File: src/rtl/slot_reel_sequencer_pkg.sv
// Shared types for the slot reel sequencer.
// Holds the state encoding used by the controller and its observers.
package slot_pkg;

  localparam int SLOT_STATE_W = 3;

  typedef enum logic [SLOT_STATE_W-1:0] {
    SET      = 3'd0,
    RUN      = 3'd1,
    STOPPING = 3'd2,
    STOP     = 3'd3,
    WIN      = 3'd4
  } slot_state_t;

endpackage

File: src/rtl/slot_reel_sequencer_edge_sync.sv
// Button conditioner: synchronises an asynchronous level and produces a
// one-cycle pulse on its rising edge.
// Ports:
//   clk      in   system clock
//   rst      in   asynchronous active-high reset
//   d_async  in   button level, asynchronous to clk
//   rise     out  high for one cycle after a synchronised 0->1 transition
module slot_edge_sync #(
  parameter int SYNC_STAGES = 2
) (
  input  logic clk,
  input  logic rst,
  input  logic d_async,
  output logic rise
);

  logic [SYNC_STAGES-1:0] sync_q, sync_d;
  logic                   prev_q, prev_d;

  always_comb begin
    sync_d = {sync_q[SYNC_STAGES-2:0], d_async};
    prev_d = sync_q[SYNC_STAGES-1];
  end

  // Resetting to ones means a button held through reset looks like a
  // steady high afterwards, so it cannot fake a press.
  always_ff @(posedge clk or posedge rst) begin
    if (rst) begin
      sync_q <= '1;
      prev_q <= 1'b1;
    end else begin
      sync_q <= sync_d;
      prev_q <= prev_d;
    end
  end

  assign rise = sync_q[SYNC_STAGES-1] & ~prev_q;

endmodule

File: src/rtl/slot_reel_sequencer.sv
// Slot machine reel sequencer.
// Starts all reels on a start/stop press, stops them one at a time with a
// fixed gap (on a second press or after a run timeout), then waits in STOP
// for a win indication or a clear press.
// Ports:
//   clk              in   system clock
//   rst              in   asynchronous active-high reset
//   start_stop       in   start/stop button level (asynchronous)
//   clear            in   clear button level (asynchronous)
//   win_flag         in   win indication, synchronous to clk
//   state            out  current state encoding
//   reel_run         out  per-reel spin enable, bit 0 stops first
//   reel_stop_pulse  out  one-cycle pulse as the matching reel stops
//   done             out  one-cycle pulse when the last reel stops
module slot_reel_sequencer
  import slot_pkg::*;
#(
  parameter int NUM_REELS        = 3,
  parameter int SYNC_STAGES      = 2,
  parameter int STOP_GAP         = 4,
  parameter int AUTO_STOP_CYCLES = 1000
) (
  input  logic                 clk,
  input  logic                 rst,
  input  logic                 start_stop,
  input  logic                 clear,
  input  logic                 win_flag,
  output slot_state_t          state,
  output logic [NUM_REELS-1:0] reel_run,
  output logic [NUM_REELS-1:0] reel_stop_pulse,
  output logic                 done
);

  localparam int TIMER_W = (AUTO_STOP_CYCLES > 0) ? $clog2(AUTO_STOP_CYCLES + 1) : 1;
  localparam int IDX_W   = (NUM_REELS > 1) ? $clog2(NUM_REELS) : 1;
  localparam int GAP_W   = (STOP_GAP > 1) ? $clog2(STOP_GAP) : 1;

  localparam logic [TIMER_W-1:0] TIMER_LAST =
    TIMER_W'((AUTO_STOP_CYCLES > 0) ? AUTO_STOP_CYCLES - 1 : 0);
  localparam logic [IDX_W-1:0]     IDX_LAST = IDX_W'(NUM_REELS - 1);
  localparam logic [GAP_W-1:0]     GAP_LAST = GAP_W'(STOP_GAP - 1);
  localparam logic [NUM_REELS-1:0] REEL0    = NUM_REELS'(1);
  localparam bit                   TIMEOUT_EN = (AUTO_STOP_CYCLES != 0);

  logic ss_rise, clear_rise;

  slot_edge_sync #(.SYNC_STAGES(SYNC_STAGES)) u_ss_sync (
    .clk     (clk),
    .rst     (rst),
    .d_async (start_stop),
    .rise    (ss_rise)
  );

  slot_edge_sync #(.SYNC_STAGES(SYNC_STAGES)) u_clear_sync (
    .clk     (clk),
    .rst     (rst),
    .d_async (clear),
    .rise    (clear_rise)
  );

  slot_state_t          state_q, state_d;
  logic [NUM_REELS-1:0] reel_run_q, reel_run_d;
  logic [NUM_REELS-1:0] pulse_q, pulse_d;
  logic                 done_q, done_d;
  logic [TIMER_W-1:0]   timer_q, timer_d;
  logic [IDX_W-1:0]     idx_q, idx_d;
  logic [GAP_W-1:0]     gap_q, gap_d;

  logic                 timeout;
  logic [NUM_REELS-1:0] stop_mask;

  assign timeout   = TIMEOUT_EN && (timer_q == TIMER_LAST);
  assign stop_mask = REEL0 << idx_q;

  always_comb begin
    state_d    = state_q;
    reel_run_d = reel_run_q;
    pulse_d    = '0;
    done_d     = 1'b0;
    timer_d    = timer_q;
    idx_d      = idx_q;
    gap_d      = gap_q;

    // Clear wins over every other event, and abandons a stop sequence
    // silently: no further stop pulses and no done.
    if (clear_rise) begin
      state_d    = SET;
      reel_run_d = '0;
      timer_d    = '0;
      idx_d      = '0;
      gap_d      = '0;
    end else begin
      unique case (state_q)
        SET: begin
          reel_run_d = '0;
          if (ss_rise) begin
            state_d    = RUN;
            reel_run_d = '1;
            timer_d    = '0;
          end
        end
        RUN: begin
          // Saturate rather than wrap so a disabled timeout never re-fires.
          if (timer_q != '1) timer_d = timer_q + TIMER_W'(1);
          if (ss_rise || timeout) begin
            reel_run_d = reel_run_q & ~REEL0;
            pulse_d    = REEL0;
            idx_d      = IDX_W'(1);
            gap_d      = '0;
            if (NUM_REELS == 1) begin
              state_d = STOP;
              done_d  = 1'b1;
              idx_d   = '0;
            end else begin
              state_d = STOPPING;
            end
          end
        end
        STOPPING: begin
          if (gap_q == GAP_LAST) begin
            reel_run_d = reel_run_q & ~stop_mask;
            pulse_d    = stop_mask;
            gap_d      = '0;
            if (idx_q == IDX_LAST) begin
              state_d = STOP;
              done_d  = 1'b1;
              idx_d   = '0;
            end else begin
              idx_d = idx_q + IDX_W'(1);
            end
          end else begin
            gap_d = gap_q + GAP_W'(1);
          end
        end
        STOP: begin
          reel_run_d = '0;
          if (win_flag) state_d = WIN;
        end
        WIN: begin
          reel_run_d = '0;
        end
        default: begin
          state_d    = SET;
          reel_run_d = '0;
          timer_d    = '0;
          idx_d      = '0;
          gap_d      = '0;
        end
      endcase
    end
  end

  always_ff @(posedge clk or posedge rst) begin
    if (rst) begin
      state_q    <= SET;
      reel_run_q <= '0;
      pulse_q    <= '0;
      done_q     <= 1'b0;
      timer_q    <= '0;
      idx_q      <= '0;
      gap_q      <= '0;
    end else begin
      state_q    <= state_d;
      reel_run_q <= reel_run_d;
      pulse_q    <= pulse_d;
      done_q     <= done_d;
      timer_q    <= timer_d;
      idx_q      <= idx_d;
      gap_q      <= gap_d;
    end
  end

  assign state           = state_q;
  assign reel_run        = reel_run_q;
  assign reel_stop_pulse = pulse_q;
  assign done            = done_q;

endmodule
File: config.mk
export PLATFORM = sky130hd
export DESIGN_NAME = slot_reel_sequencer
export DESIGN_NICKNAME = d
export VERILOG_FILES = /design/src/rtl/slot_reel_sequencer_pkg.sv /design/src/rtl/slot_reel_sequencer_edge_sync.sv /design/src/rtl/slot_reel_sequencer.sv
export SDC_FILE = /design/constraint.sdc
export NUM_CORES = 1
export LEC_CHECK = 0
export BUFFER_PORTS_ARGS = -buffer_cell sky130_fd_sc_hd__buf_4
export CAP_MARGIN = 15
export CORE_MARGIN = 3
export CORE_UTILIZATION = 50
export CTS_BUF_LIST = sky130_fd_sc_hd__clkbuf_8 sky130_fd_sc_hd__clkbuf_16
export DETAILED_ROUTE_END_ITERATION = 10
export PLACE_DENSITY = 0.69
export SLEW_MARGIN = 10
export SYNTH_ARGS = -nofsm -noshare
export SYNTH_HDL_FRONTEND = slang
export SYNTH_SLANG_ARGS = --single-unit
File: constraint.sdc
create_clock -name clk -period 1.7 [get_ports clk]
set_input_delay 0.34 -clock clk [delete_from_list [all_inputs] [get_ports clk]]
set_output_delay 0.34 -clock clk [all_outputs]
set_load 0.01 [all_outputs]
# Yosys cells after proc, flatten, opt, wreduce, memory -nomap -nowiden
# Cells that the tools add are included.
# word_totals
output_inout_bits	10
latchBits	0
mem_count	0
word_cells	83
inputBits	5
reg_bits	30
rom_bits	0
mem_bits_rw	0
# classes
n_mul	0
eq_ne	18
n_mux	33
reduce_logical	10
order_cmp	0
shift	1
n_addsub	3
bitwise	6
div	0
# op_table
op	n
$mux W3	11
$mux W10	3
$pmux W10 S3	1
$ne A3 B3 Y1 const B	6
$pmux W3 S5	1
$mux W2	7
$pmux W2 S3	2
$add A10 B1 Y10 const B	1
$eq A10 B10 Y1 const B	1
$ne A10 B10 Y1 const B	1
$pmux W3 S3	1
$eq A3 B2 Y1 const B	2
$mux W1	6
$pmux W3 S2	1
$reduce_and A2 Y1	3
$reduce_and A3 Y1	2
$reduce_and A6 Y1	1
$reduce_or A3 Y1	2
$add A2 B1 Y2 const B	2
$eq A2 B2 Y1 const B	2
$ne A2 B1 Y1 const B	2
$ne A2 B2 Y1 const B	2
$and A3 B3 Y3	1
$eq A3 B1 Y1 const B	1
7 further kinds	9

# Depth between registers and ports, before layout
# logic_depth
depth_word	6
depth_mapped	8
mapped_depth_nobuf	6

# Hierarchy
# A second synthesis with hierarchy kept.
# unflattened
cells_unflattened	147
area_unflattened_um2	1521.5
# by_module_without_submodules
module	seq_area_each_um2	n_inst	area_each_um2	cells_per_inst
slot_reel_sequencer	600.6	1	1328.8	137
slot_edge_sync	78.8	2	96.3	5

# Worst setup path before layout
# Ideal clock, no wire load.
# synth_path
path_type	register -> register
start	reg state_q[0] (netlist: state[0])
end	reg timer_q[5]
synth_period_minus_slack_ps	1837
setup_slack_ps	-137
n_path_buf	3
path_stages_with_launch	9
arrival_ps	1733
path_cell_list	dfrtp_1 -> buf_4 -> inv_2 -> or4_4 -> buf_6 -> o31ai_2 -> buf_6 -> o21ai_2 -> o41ai_2
# synth_via
elab_chain_len	4
word_cells_on_any_way	12
cone_classes	7 x eq/ne; 2 x mux; 3 x reduce/logical
# synth_lines
element	line	rtl
start, declared	slot_reel_sequencer.sv:61	slot_state_t state_q, state_d;
start signal, assigned	slot_reel_sequencer.sv:163	state_q <= state_d;
$eq A3 B2 Y1 or $eq A3 B3 Y1 (tied branches)	slot_reel_sequencer.sv:93	unique case (state_q)
$reduce_or A3 Y1 (no source line)	--	
$pmux W10 S3 or $ne A2 B1 Y1 (tied branches)	--	
$mux W10 or $reduce_and A3 Y1 (tied branches)	--	
end signal, assigned	slot_reel_sequencer.sv:167	timer_q <= timer_d;
end, declared	slot_reel_sequencer.sv:65	logic [TIMER_W-1:0] timer_q, timer_d;
# Parallel ways exist; a longest one is shown, timed or not.
# A chain may end at the register's enable or synchronous reset.

# Worst setup path after layout
# layout_path
start	reg u_clear_sync.prev_q
end	reg timer_q[5]
# layout_via
elab_chain_len	4
word_cells_on_any_way	7
cone_classes	3 x eq/ne; 1 x mux; 2 x bitwise; 1 x reduce/logical
# layout_lines
element	line	rtl
start, declared	slot_reel_sequencer_edge_sync.sv:18	logic prev_q, prev_d;
start signal, assigned	slot_reel_sequencer_edge_sync.sv:33	prev_q <= prev_d;
$not A1 Y1 *	slot_reel_sequencer_edge_sync.sv:37	assign rise = sync_q[SYNC_STAGES-1] & ~prev_q;
$and A1 B1 Y1 *	slot_reel_sequencer_edge_sync.sv:37	
$ne A3 B3 Y1 (no source line) or $ne A2 B1 Y1 (tied branches)	--	
$reduce_and A3 Y1 (no source line)	--	
# Every way passes the cells marked *; elsewhere a longest branch is shown, timed or not.

==> metrics <==
outcome finished, violations left; failing checks negative setup slack; setup bufs post-CTS 0; post-synth top area cell dfrtp_1; IO Count 15; CP peak stage delay 0.53 ns; DR DRC count 0; footprint of the multi-input gates 817.0 sq um; gate count after technology mapping 159; pin count of the biggest net entering global routing 18; synth top area cells dfrtp_1 (38%), dfstp_2 (10%), o21ai_2 (6.7%), nand2_1 (4.8%), nor2_1 (3.6%); Top FF cell, synth dfrtp_1; Crit. End Element flop; Slew HR 0.6212; antenna violations before repair 0; via-per-instance ratio 5.615; CTS tree built; synth warn 0; synthesized cell area 0.001561 sq mm; syn_area_per_cell 9.821 sq um; WL/cell 14.06 um; die width 61.89 um; Layout Skew 0.003195 ns; Reg clk slew, reported paths 0.06 ns; fmax 578.4 MHz; fin crit share 1.017; Root Buffer clkbuf_8; nets 211; Final Max Slew Viols 0; final setup TNS -0.05614 ns; iteration-0 DRC count of the detailed router 45; total gr overflow 0; Layout fillers 212; Netlist cell types 47; final setup margin -0.02901 ns; Pre-antenna DRT Iters 4; critical path class reg2reg; Final ANT Viol Nets 0; Port Buf Inserts 14; Slew @ Worst Pin 0.5675 ns; Period minus WS final 1.729 ns; Worst EP arrival 1.90 ns; class of the worst hold path in2async; # diodes 0; Synth top area share 0.3846; clock sinks 30; GRT Util Overall 0.2071; Post-synth EDFFs 0; Site Rows 19; vias in the first global route 1276; slowest CP cell dfstp_2; synthesized net count 166; Hold Fails Final Rpt 0; CP required 1.87 ns; Worst Path Max Fanout 5; Num CTS Buffers 5; Skew-Pair Late Insertion Delay 0.28 ns; Die Height 61.89 um; Final Power 2.862 mW; H-tree levels 2; synthesized flop and latch total 30; first-pass GRT wire length 5637 um; total die area 0.003830 sq mm; Starting Density 0.5428; static leakage 0.9390 nW; crit start category flop; clk buf depth 2; GPL Wtd Cong 0.9108; Setup Viol. Count Final 2; final hold slack 0.1150 ns; Area Growth Syn to Fin 35.90%; RSZ-0062 raised after global routing true; crit path cell chain nor2b_2 -> or4_4 -> o31ai_4 -> buf_6 -> o21ai_4 -> o41ai_2; post-synthesis sequential area ratio 0.4856; power density cells 1349 mW/mm^2; dpl hpwl 2562 um; Max Cap Viol 0; commonest cells in the synthesized netlist dfrtp_1 (24), nand2_1 (20), nor2_1 (15); Inst Count DP 239; Non-Filler Instances 247; register area 759.5 sq um; VDD IR-drop max 0.9216 mV; Layout Utilization 0.7377; final WL 3474 um; most common cell in the synthesized netlist dfrtp_1; layout cells sized above 1 0.4488; vias 1387; core box area 0.002877 sq mm; async set-reset flop share out of synthesis 1.000
[routing by layer]
metal / global-route usage / routed length [um] / vias up
li1: - / - / 665
met2: 0.3094 / 1644 / 44
met3: 0.07231 / 204 / 9
met4: 0.1091 / 101 / 0
met1: 0.2636 / 1524 / 669
met5: 0 / 0 / -
[registers in the layout, indices dropped and copies added (netlist names)]
signal and cells:
done 1, timer_q 10, gap_q 2, u_clear_sync.prev_q 1, reel_run 3, u_ss_sync.sync_q 2, state 3, u_clear_sync.sync_q 2
u_ss_sync.prev_q 1, reel_stop_pulse 3, idx_q 2
[worst max-delay path: cells and delay by family (launching register included)]
kind	cells	cell delay [ns]
AO/OA/AOI/OAI	3	0.39
AND/OR/NAND/NOR	2	0.52
flip-flops	1	0.53
buffers and inverters	1	0.19
[what timing repair did]
item                       4_1_cts  5_1_grt
hold buffers                     0        0
setup endpoints to repair       10       16
resized for setup                4       17
pin swaps                        0        2
cloned                           0        0
[kinds of logic after synthesis]
group	Yosys count	synth area share
AOI/OAI and AO/OA	52	0.2428
xor gates and xnor gates	1	0.005610
adders and majority gates	2	0.01602
buffers and inverters	11	0.04086
DFF	30	0.4856
muxes	2	0.01362
and+or+nand+nor	61	0.1955
[through the flow]
| step | area (sq um) | worst slack, ns |
|---|---|---|
| after floorplan | 1578 | -0.07765 |
| after global placement | 1931 | 0.005333 |
| after detailed placement | 1931 | -0.05068 |
| after CTS | 2053 | -0.008811 |
| after global routing | 2122 | -0.09407 |
| final | 2122 | -0.02901 |
[cell usage in the layout (no fill, tap or decap), types with 3 or more instances in the layout]
cell and instances:
nor2_1 15, o21ai_0 8, dfrtp_1 23, clkbuf_8 5
inv_1 3, nand2_1 17, nand3_1 3, a21oi_1 7
o31ai_1 3, dfstp_2 6, buf_6 3, buf_4 42
nand2b_1 4, o21ai_2 11
[final timing paths]
path                       slack, ns                      to                start  depth (start not counted)
min in group clk                0.16  u_clear_sync.sync_q[0]                clear                          1
setup reg to reg               -0.03              timer_q[5]  u_clear_sync.prev_q                          6
hold reg to reg                 0.36     u_ss_sync.sync_q[1]  u_ss_sync.sync_q[0]                          0
setup / recovery               -0.03              timer_q[5]  u_clear_sync.prev_q                          6
max in group asynchronous       1.10      reel_stop_pulse[1]                  rst                          3
hold / removal                  0.12                state[0]                  rst                          2
[layout make-up]
class                      instances  area share
sequential                        30      0.3579
tap                               42     0.02476
clock inverter                     3     0.01946
clock buffer                       5     0.03243
inverter                           3    0.006486
timing repair buffer              46      0.1739
multi-input combinational        118      0.3850
[where the power goes]
part	switching (mW)	internal, mW
clock	0.267	0.430
sequential	0.103	0.823
combinational	0.652	0.586
total	1.02	1.84
No activity file was read; power rests on OpenSTA's default activity.
